==> config.mk <==
export PLATFORM = sky130hd
export DESIGN_NAME = rotation_tracker
export DESIGN_NICKNAME = d
export VERILOG_FILES = /design/src/rtl/rotation_tracker.sv
export SDC_FILE = /design/constraint.sdc
export NUM_CORES = 1
export LEC_CHECK = 0
export ABC_AREA = 0
export BUFFER_PORTS_ARGS = -buffer_cell sky130_fd_sc_hd__buf_2
export CAP_MARGIN = 15
export CORE_MARGIN = 1
export CORE_UTILIZATION = 57
export CTS_BUF_LIST = sky130_fd_sc_hd__clkbuf_2 sky130_fd_sc_hd__clkbuf_4 sky130_fd_sc_hd__clkbuf_8
export CTS_CLUSTER_SIZE = 24
export DETAILED_ROUTE_END_ITERATION = 10
export PLACE_DENSITY_LB_ADDON = 0.05
export SKIP_CTS_REPAIR_TIMING = 1
export SLEW_MARGIN = 40
export SYNTH_ARGS = -nofsm -noshare
export SYNTH_HDL_FRONTEND = slang
export SYNTH_SLANG_ARGS = --single-unit
==> constraint.sdc <==
create_clock -name clock -period 6 [get_ports clock]
set_input_delay 0.9 -clock clock [delete_from_list [all_inputs] [get_ports clock]]
set_output_delay 0.9 -clock clock [all_outputs]
set_load 0.05 [all_outputs]
==> src/rtl/rotation_tracker.sv <==
// rotation_tracker: per-channel rotation-direction tracker for the CORDIC angle path.
//
// Takes a time-multiplexed stream of wrapped angle samples. For each channel it
// computes the shortest-path signed delta modulo MODULUS, then derives a
// hysteretic direction and a saturating direction-lock flag. Each accepted
// sample produces one registered result in the following cycle.
//
// Ports:
//   clock    - clock; all state updates on the rising edge
//   reset    - synchronous, active-low reset
//   i_flush  - synchronous clear of all channel state and outputs (o_err kept)
//   i_valid  - sample strobe
//   i_ch     - channel index of the sample
//   i_angle  - angle sample, legal range 0..MODULUS-1
//   o_valid  - result strobe, one cycle after an accepted sample
//   o_ch     - channel of the result
//   o_dir    - 1 = increasing angle, 0 = clockwise
//   o_delta  - wrapped delta in [-MODULUS/2, MODULUS/2-1]
//   o_lock   - direction stable for LOCK_CNT consecutive moves
//   o_err    - sticky flag for an out-of-range angle or channel; cleared by reset only
module rotation_tracker #(
  parameter int unsigned W        = 16,
  parameter int unsigned MODULUS  = 360,
  parameter int unsigned N_CH     = 4,
  parameter int unsigned DEADBAND = 0,
  parameter int unsigned LOCK_CNT = 8,
  localparam int unsigned CW      = (N_CH > 1) ? $clog2(N_CH) : 1
) (
  input  logic                clock,
  input  logic                reset,
  input  logic                i_flush,
  input  logic                i_valid,
  input  logic [CW-1:0]       i_ch,
  input  logic [W-1:0]        i_angle,
  output logic                o_valid,
  output logic [CW-1:0]       o_ch,
  output logic                o_dir,
  output logic signed [W:0]   o_delta,
  output logic                o_lock,
  output logic                o_err
);

  localparam int unsigned CntW = $clog2(LOCK_CNT + 1);
  localparam logic [CntW-1:0] CntMax = CntW'(LOCK_CNT);

  // Delta arithmetic uses W+2 bits so that MODULUS = 2^W still fits as a
  // positive signed constant; the wrapped result always fits in W+1 bits.
  localparam logic signed [W+1:0] ModS  = (W+2)'(MODULUS);
  localparam logic signed [W+1:0] HalfS = (W+2)'(MODULUS / 2);
  localparam logic signed [W+1:0] DbS   = (W+2)'(DEADBAND);

  // Per-channel state
  logic [W-1:0]    prev_q [N_CH];
  logic            seen_q [N_CH];
  logic            dir_q  [N_CH];
  logic [CntW-1:0] cnt_q  [N_CH];

  logic            ch_ok, angle_ok, accept, reject;
  logic [CW-1:0]   ch_idx;
  logic [W-1:0]    prev_sel;
  logic            seen_sel, dir_sel;
  logic [CntW-1:0] cnt_sel;

  logic signed [W+1:0] diff, wrapped;
  logic                move_up, move_dn;
  logic                dir_new, lock_new;
  logic [CntW-1:0]     cnt_new;
  logic signed [W:0]   delta_new;

  assign ch_ok    = ({1'b0, i_ch} < (CW+1)'(N_CH));
  assign angle_ok = ({1'b0, i_angle} < (W+1)'(MODULUS));
  assign accept   = i_valid && ch_ok && angle_ok;
  assign reject   = i_valid && !(ch_ok && angle_ok);

  // Keep the state read in range even when the sample is going to be dropped.
  assign ch_idx   = ch_ok ? i_ch : '0;
  assign prev_sel = prev_q[ch_idx];
  assign seen_sel = seen_q[ch_idx];
  assign dir_sel  = dir_q[ch_idx];
  assign cnt_sel  = cnt_q[ch_idx];

  always_comb begin
    diff      = $signed({2'b00, i_angle}) - $signed({2'b00, prev_sel});
    wrapped   = diff;
    move_up   = 1'b0;
    move_dn   = 1'b0;
    dir_new   = dir_sel;
    cnt_new   = cnt_sel;
    lock_new  = 1'b0;
    delta_new = '0;

    // A half turn (diff = +MODULUS/2) lands on -MODULUS/2, i.e. clockwise.
    if (diff >= HalfS) begin
      wrapped = diff - ModS;
    end else if (diff < -HalfS) begin
      wrapped = diff + ModS;
    end

    if (seen_sel) begin
      move_up   = (wrapped > DbS);
      move_dn   = (wrapped < -DbS);
      delta_new = wrapped[W:0];
      if (move_up || move_dn) begin
        dir_new = move_up;
        if (dir_new != dir_sel) begin
          cnt_new = CntW'(1);
        end else if (cnt_sel < CntMax) begin
          cnt_new = cnt_sel + CntW'(1);
        end
      end
      lock_new = (cnt_new >= CntMax);
    end
  end

  // Channel state and result registers; flush clears the same set as reset.
  always_ff @(posedge clock) begin
    if (!reset || i_flush) begin
      for (int i = 0; i < int'(N_CH); i++) begin
        prev_q[i] <= '0;
        seen_q[i] <= 1'b0;
        dir_q[i]  <= 1'b0;
        cnt_q[i]  <= '0;
      end
      o_valid <= 1'b0;
      o_ch    <= '0;
      o_dir   <= 1'b0;
      o_delta <= '0;
      o_lock  <= 1'b0;
    end else begin
      o_valid <= accept;
      if (accept) begin
        prev_q[ch_idx] <= i_angle;
        seen_q[ch_idx] <= 1'b1;
        dir_q[ch_idx]  <= dir_new;
        cnt_q[ch_idx]  <= cnt_new;
        o_ch           <= i_ch;
        o_dir          <= dir_new;
        o_delta        <= delta_new;
        o_lock         <= lock_new;
      end
    end
  end

  // Sticky error survives flush; a sample dropped by flush does not set it.
  always_ff @(posedge clock) begin
    if (!reset) begin
      o_err <= 1'b0;
    end else if (!i_flush && reject) begin
      o_err <= 1'b1;
    end
  end

endmodule

# Yosys cells after proc, flatten, opt, wreduce, memory -nomap -nowiden
# Memory sizes are Yosys's and may differ from the RTL's.
# Cells that the tools add are included.
[totals]
reg_bits = 23
ram_bits = 88
input_bits = 22
memories = 4
[classes]
add_sub_neg = 4
order_cmp = 7
eq_ne = 1
mux = 28
n_reduce_logical = 12
[memory_table]
columns = ["memory", "depth", "word_bits", "read_ports", "rd_ports_with_merged_regs", "write_ports", "line", "source"]
rows = [
  ["prev_q", 4, 16, 1, 0, 4, "53", "logic [W-1:0] prev_q [N_CH];"],
  ["cnt_q", 4, 4, 1, 0, 4, "56", "logic [CntW-1:0] cnt_q [N_CH];"],
  ["dir_q", 4, 1, 1, 0, 4, "55", "logic dir_q [N_CH];"],
  ["seen_q", 4, 1, 1, 0, 4, "54", "logic seen_q [N_CH];"],
]
[ops]
columns = ["operator", "count"]
rows = [
  ["$mux 18", 2],
  ["$mux 4", 6],
  ["$add 17x10->18 const B", 1],
  ["$gt 18x1->1 const B", 1],
  ["$lt 18x1->1 const B", 1],
  ["$sub 17x10->18 const B", 1],
  ["$ge 17x9->1 const B", 1],
  ["$lt 17x9->1 const B", 1],
  ["$mux 17", 1],
  ["$sub 16x16->17", 1],
  ["$lt 16x9->1 const B", 1],
  ["$mux 16", 1],
  ["$reduce_or 16->1", 1],
  ["$mux 1", 14],
  ["$mux 2", 4],
  ["$add 4x1->4 const B", 1],
  ["$ge 4x4->1 const B", 1],
  ["$lt 4x4->1 const B", 1],
  ["$reduce_or 4->1", 1],
  ["$logic_and 1x1->1", 3],
  ["$logic_not 1->1", 3],
  ["$logic_or 1x1->1", 2],
  ["$reduce_or 1->1", 2],
  ["$ne 1x1->1", 1],
]

# Depth between registers and ports, before layout
# An unclocked memory read counts as a cell.
[logic_depth]
word_depth = 12
depth_mapped = 23
mapped_depth_nobuf = 21

# Worst setup path after synthesis
# No wires, ideal clock.
[synth_timing]
path_type = "in2reg"
start = "input port i_ch[0]"
end = "memory cnt_q[1][1] (netlist bit) (data pin)"
setup_ns = 0.268
arrival_time_ns = 6.280
setup_slack_ns = -0.548
stages = 21
n_path_buf = 2
cell_sequence = "clkbuf_1 clkbuf_1 mux4_2 inv_1 ha_1 nor2_2 a21oi_1 xor2_1 ha_1 nand2_1 o21ai_0 a221oi_1 a2111oi_2 nand3_1 nor2_1 o32ai_1 xnor2_1 or4_4 o31ai_1 mux2i_1 nor2_1"
[synth_rtl]
columns = ["element", "line", "source"]
rows = [
  ["from (decl)", "33", "input logic [CW-1:0] i_ch,"],
  ["to (decl)", "56", ""],
]

==> results.py <==
metrics = {
    "status": {
        "outcome": "finished clean",
    },
    "setup_path": {
        "path_class": "input pin to flip-flop",
        "crit_fanout": 13,
        "setup.worst_path.start": "i_ch[0]",
        "startpoint_type": "input pin",
        "worstPathRequired_ns": 6.25,
        "regToRegStartpoint": "prev_q[3][0]",
        "setup.worst_path.end_class": "flip-flop",
        "critPathArrivalTime_ns": 5.90,
    },
    "route": {
        "first_pass_iters": 5,
        "wl_um": 16100,
        "routedWlPerCell_um": 18.9,
        "avgViaCountPerCell": 6.09,
        "drtIter0Drc": 459,
        "drc_errors": 0,
        "num_vias": 5200,
        "postRouteAntennaNets": 0,
    },
    "die": {
        "io_pins": 45,
        "core_um2": 11000,
        "chipWidth_um": 109,
        "die-height_um": 109,
        "initial_utilization_pct": 59.3,
        "core.rowCount": 38,
        "die-area_um2": 11900,
    },
    "timing": {
        "period_share_pct": 94.3,
        "fin_skew_ns": 0.00607,
        "report.final.setup_viol": 0,
        "finalSetupTns_ns": 0,
        "hold_viol": 0,
        "period_needed_ns": 5.66,
        "rsz0062_at_grt": "false",
        "fmax_mhz": 177,
        "slew_headroom_pct": 47.2,
        "tightest_slew_ns": 0.793,
        "setup_ws_ns": 0.344,
        "slew_violations": 0,
    },
    "cts": {
        "path_clk_slew_ns": 0.10,
        "clockBufferDepth": 2,
        "cts_root_buffer": "clkbuf_8",
        "clk_latency_ns": 0.39,
        "h-tree-depth": 3,
        "cts_tree": "done",
        "cts.sinks": 111,
        "numCtsBuffers": 9,
    },
    "flow_run": {
        "drv_cap": 0,
    },
    "yosys": {
        "seq_area_frac_synth_pct": 47.4,
        "syn-cell-area_um2": 6540,
        "syn_avg_cell_area_um2": 11.1,
        "ys_warn_count": 0,
        "synth-seq-cells": 111,
        "syn_inst": 588,
        "synth_edf_count": 88,
        "ys_types": 81,
        "synthArstFlopShare_pct": 0,
        "synth-main-ff-cell": "edfxtp_1",
    },
    "grt": {
        "grt_max_degree": 26,
        "grt_pass1_wl_um": 25500,
        "track_usage_pct": 29.1,
        "gr-total-overflow": 0,
        "grt_antenna_before_repair": 0,
        "grt_pass1_vias": 5059,
    },
    "pwr": {
        "finalPower_mw": 2.20,
        "leakagePower_nw": 3.11,
        "ir_worst_vdd_uv": 250,
        "powerDensity_nw_per_um2": 286,
    },
    "final_layout": {
        "drive_above_1_share_pct": 25.8,
        "area_growth_pct": 17.7,
        "diodes": 0,
        "fin_nets": 753,
        "nFillCells": 852,
        "design_area_um2": 7700,
        "final_cells": 854,
    },
    "min_path": {
        "hp-start": "o_delta[15]",
        "holdCritPathClass": "flip-flop to flip-flop",
    },
    "place": {
        "place_inst": 838,
        "hpwl_um": 12100,
        "post_dp_cell_area_um2": 7470,
        "pre_cts_ws_ns": -0.111,
        "io_buffers": 44,
        "routabilityCongestion": 0.907,
    },
}
## cell usage in the layout (no fill, tap or decap), types with 12 or more instances in the layout
master	instances
mux4_2	21
o21ai_0	18
ha_1	21
edfxtp_1	88
inv_1	24
nor3_1	15
a21oi_1	30
conb_1	28
dfxtp_1	23
o31ai_1	12
and3_1	19
and2_1	28
buf_4	64
nand2_1	40
nor2_1	49
buf_2	44
## kinds of logic (layout without fill, tap and decap cells)
family	count (synthesis)	count (layout)	share of synthesized area (%)
AND/OR/NAND/NOR	211	211	17.3
AO/OA/AOI/OAI	144	144	16.7
flip-flops	111	111	47.4
buffers and inverters	52	151	3.06
multiplexers	24	24	7.71
XOR/XNOR	23	23	3.42
adder cells (fa/ha/maj)	22	22	4.32
other	1	28	0.0573
## registers in the layout (all words and copies together) (netlist names), 2 cells and up
register / count
seen_q: 4
prev_q: 64
o_delta: 17
dir_q: 4
o_ch: 2
cnt_q: 16
## through the flow
step / hold WS [ns] / util [%]
after floorplan: 0.671 / -
after global placement: 0.440 / 67.7
after detailed placement: 0.460 / 67.7
after CTS: 0.474 / 69.6
after global routing: 0.501 / 69.8
final: 0.471 / 69.8
## worst paths after layout
kind | end | slack, ns | depth (start not counted)
setup reg to reg | cnt_q[0][0] | 0.75 | 19
hold / removal | o_delta[15] | 0.47 | 2
setup / recovery | cnt_q[0][0] | 0.34 | 18
hold reg to reg | o_delta[15] | 0.47 | 2
## where the power goes
part / internal (mW) / switching, mW / leakage (nW)
logic: 0.360 / 0.500 / 1.88
clock network: 0.208 / 0.257 / 0.100
registers: 0.866 / 0.0103 / 1.13
## cell usage after synthesis, drive strengths merged (4+ instances only)
library cell | number | area, µm²
edfxtp | 88 | 2640
and3 | 19 | 119
nand4 | 5 | 31.3
o21ai | 29 | 164
nor3 | 17 | 101
o21a | 6 | 45.0
mux4 | 21 | 473
nor4 | 6 | 37.5
nand2b | 9 | 56.3
or4 | 5 | 48.8
xor2 | 10 | 95.1
nand3 | 6 | 30.0
xnor2 | 13 | 129
a31oi | 5 | 52.6
nor2 | 54 | 215
or3 | 4 | 30.0
o211ai | 11 | 92.6
and2 | 28 | 175
ha | 21 | 263
inv | 25 | 93.8
dfxtp | 23 | 460
nor3b | 4 | 30.0
nand2 | 41 | 154
o31ai | 12 | 90.1
clkbuf | 23 | 86.3
nor2b | 5 | 31.3
a22oi | 11 | 82.6
a21oi | 32 | 175
a211oi | 4 | 55.1
buf | 4 | 20.0
## worst max-delay path, stage by stage
cell       delay [ns]
buf_2            0.20
buf_12           0.19
mux4_2           0.50
inv_1            0.09
ha_1             0.32
a21o_1           0.25
o311ai_1         0.44
nand2_1          0.20
a2111oi_0        0.50
buf_4            0.20
or4_4            0.15
nor2_4           0.08
o32ai_1          0.33
xnor2_1          0.17
or4_4            0.49
o311a_1          0.37
a211o_1          0.37
nor2b_1          0.15
## final cells by class
class | count | area (µm²) | area share, %
clock buffers | 11 | 139 | 1.80
clock inverters | 5 | 67.6 | 0.878
inverters | 25 | 93.8 | 1.22
multi-input cells | 452 | 3380 | 43.9
flip-flops and latches | 111 | 3100 | 40.3
well taps | 140 | 175 | 2.28
repair buffers | 110 | 741 | 9.62
## layer usage
metal	wire length (µm)	GRT usage (%)
met1	7100	38.1
met2	7780	48.4
met3	743	5.08
met4	482	11.0
met5	0	0
Note: power is estimated with default switching activity, not from simulation.
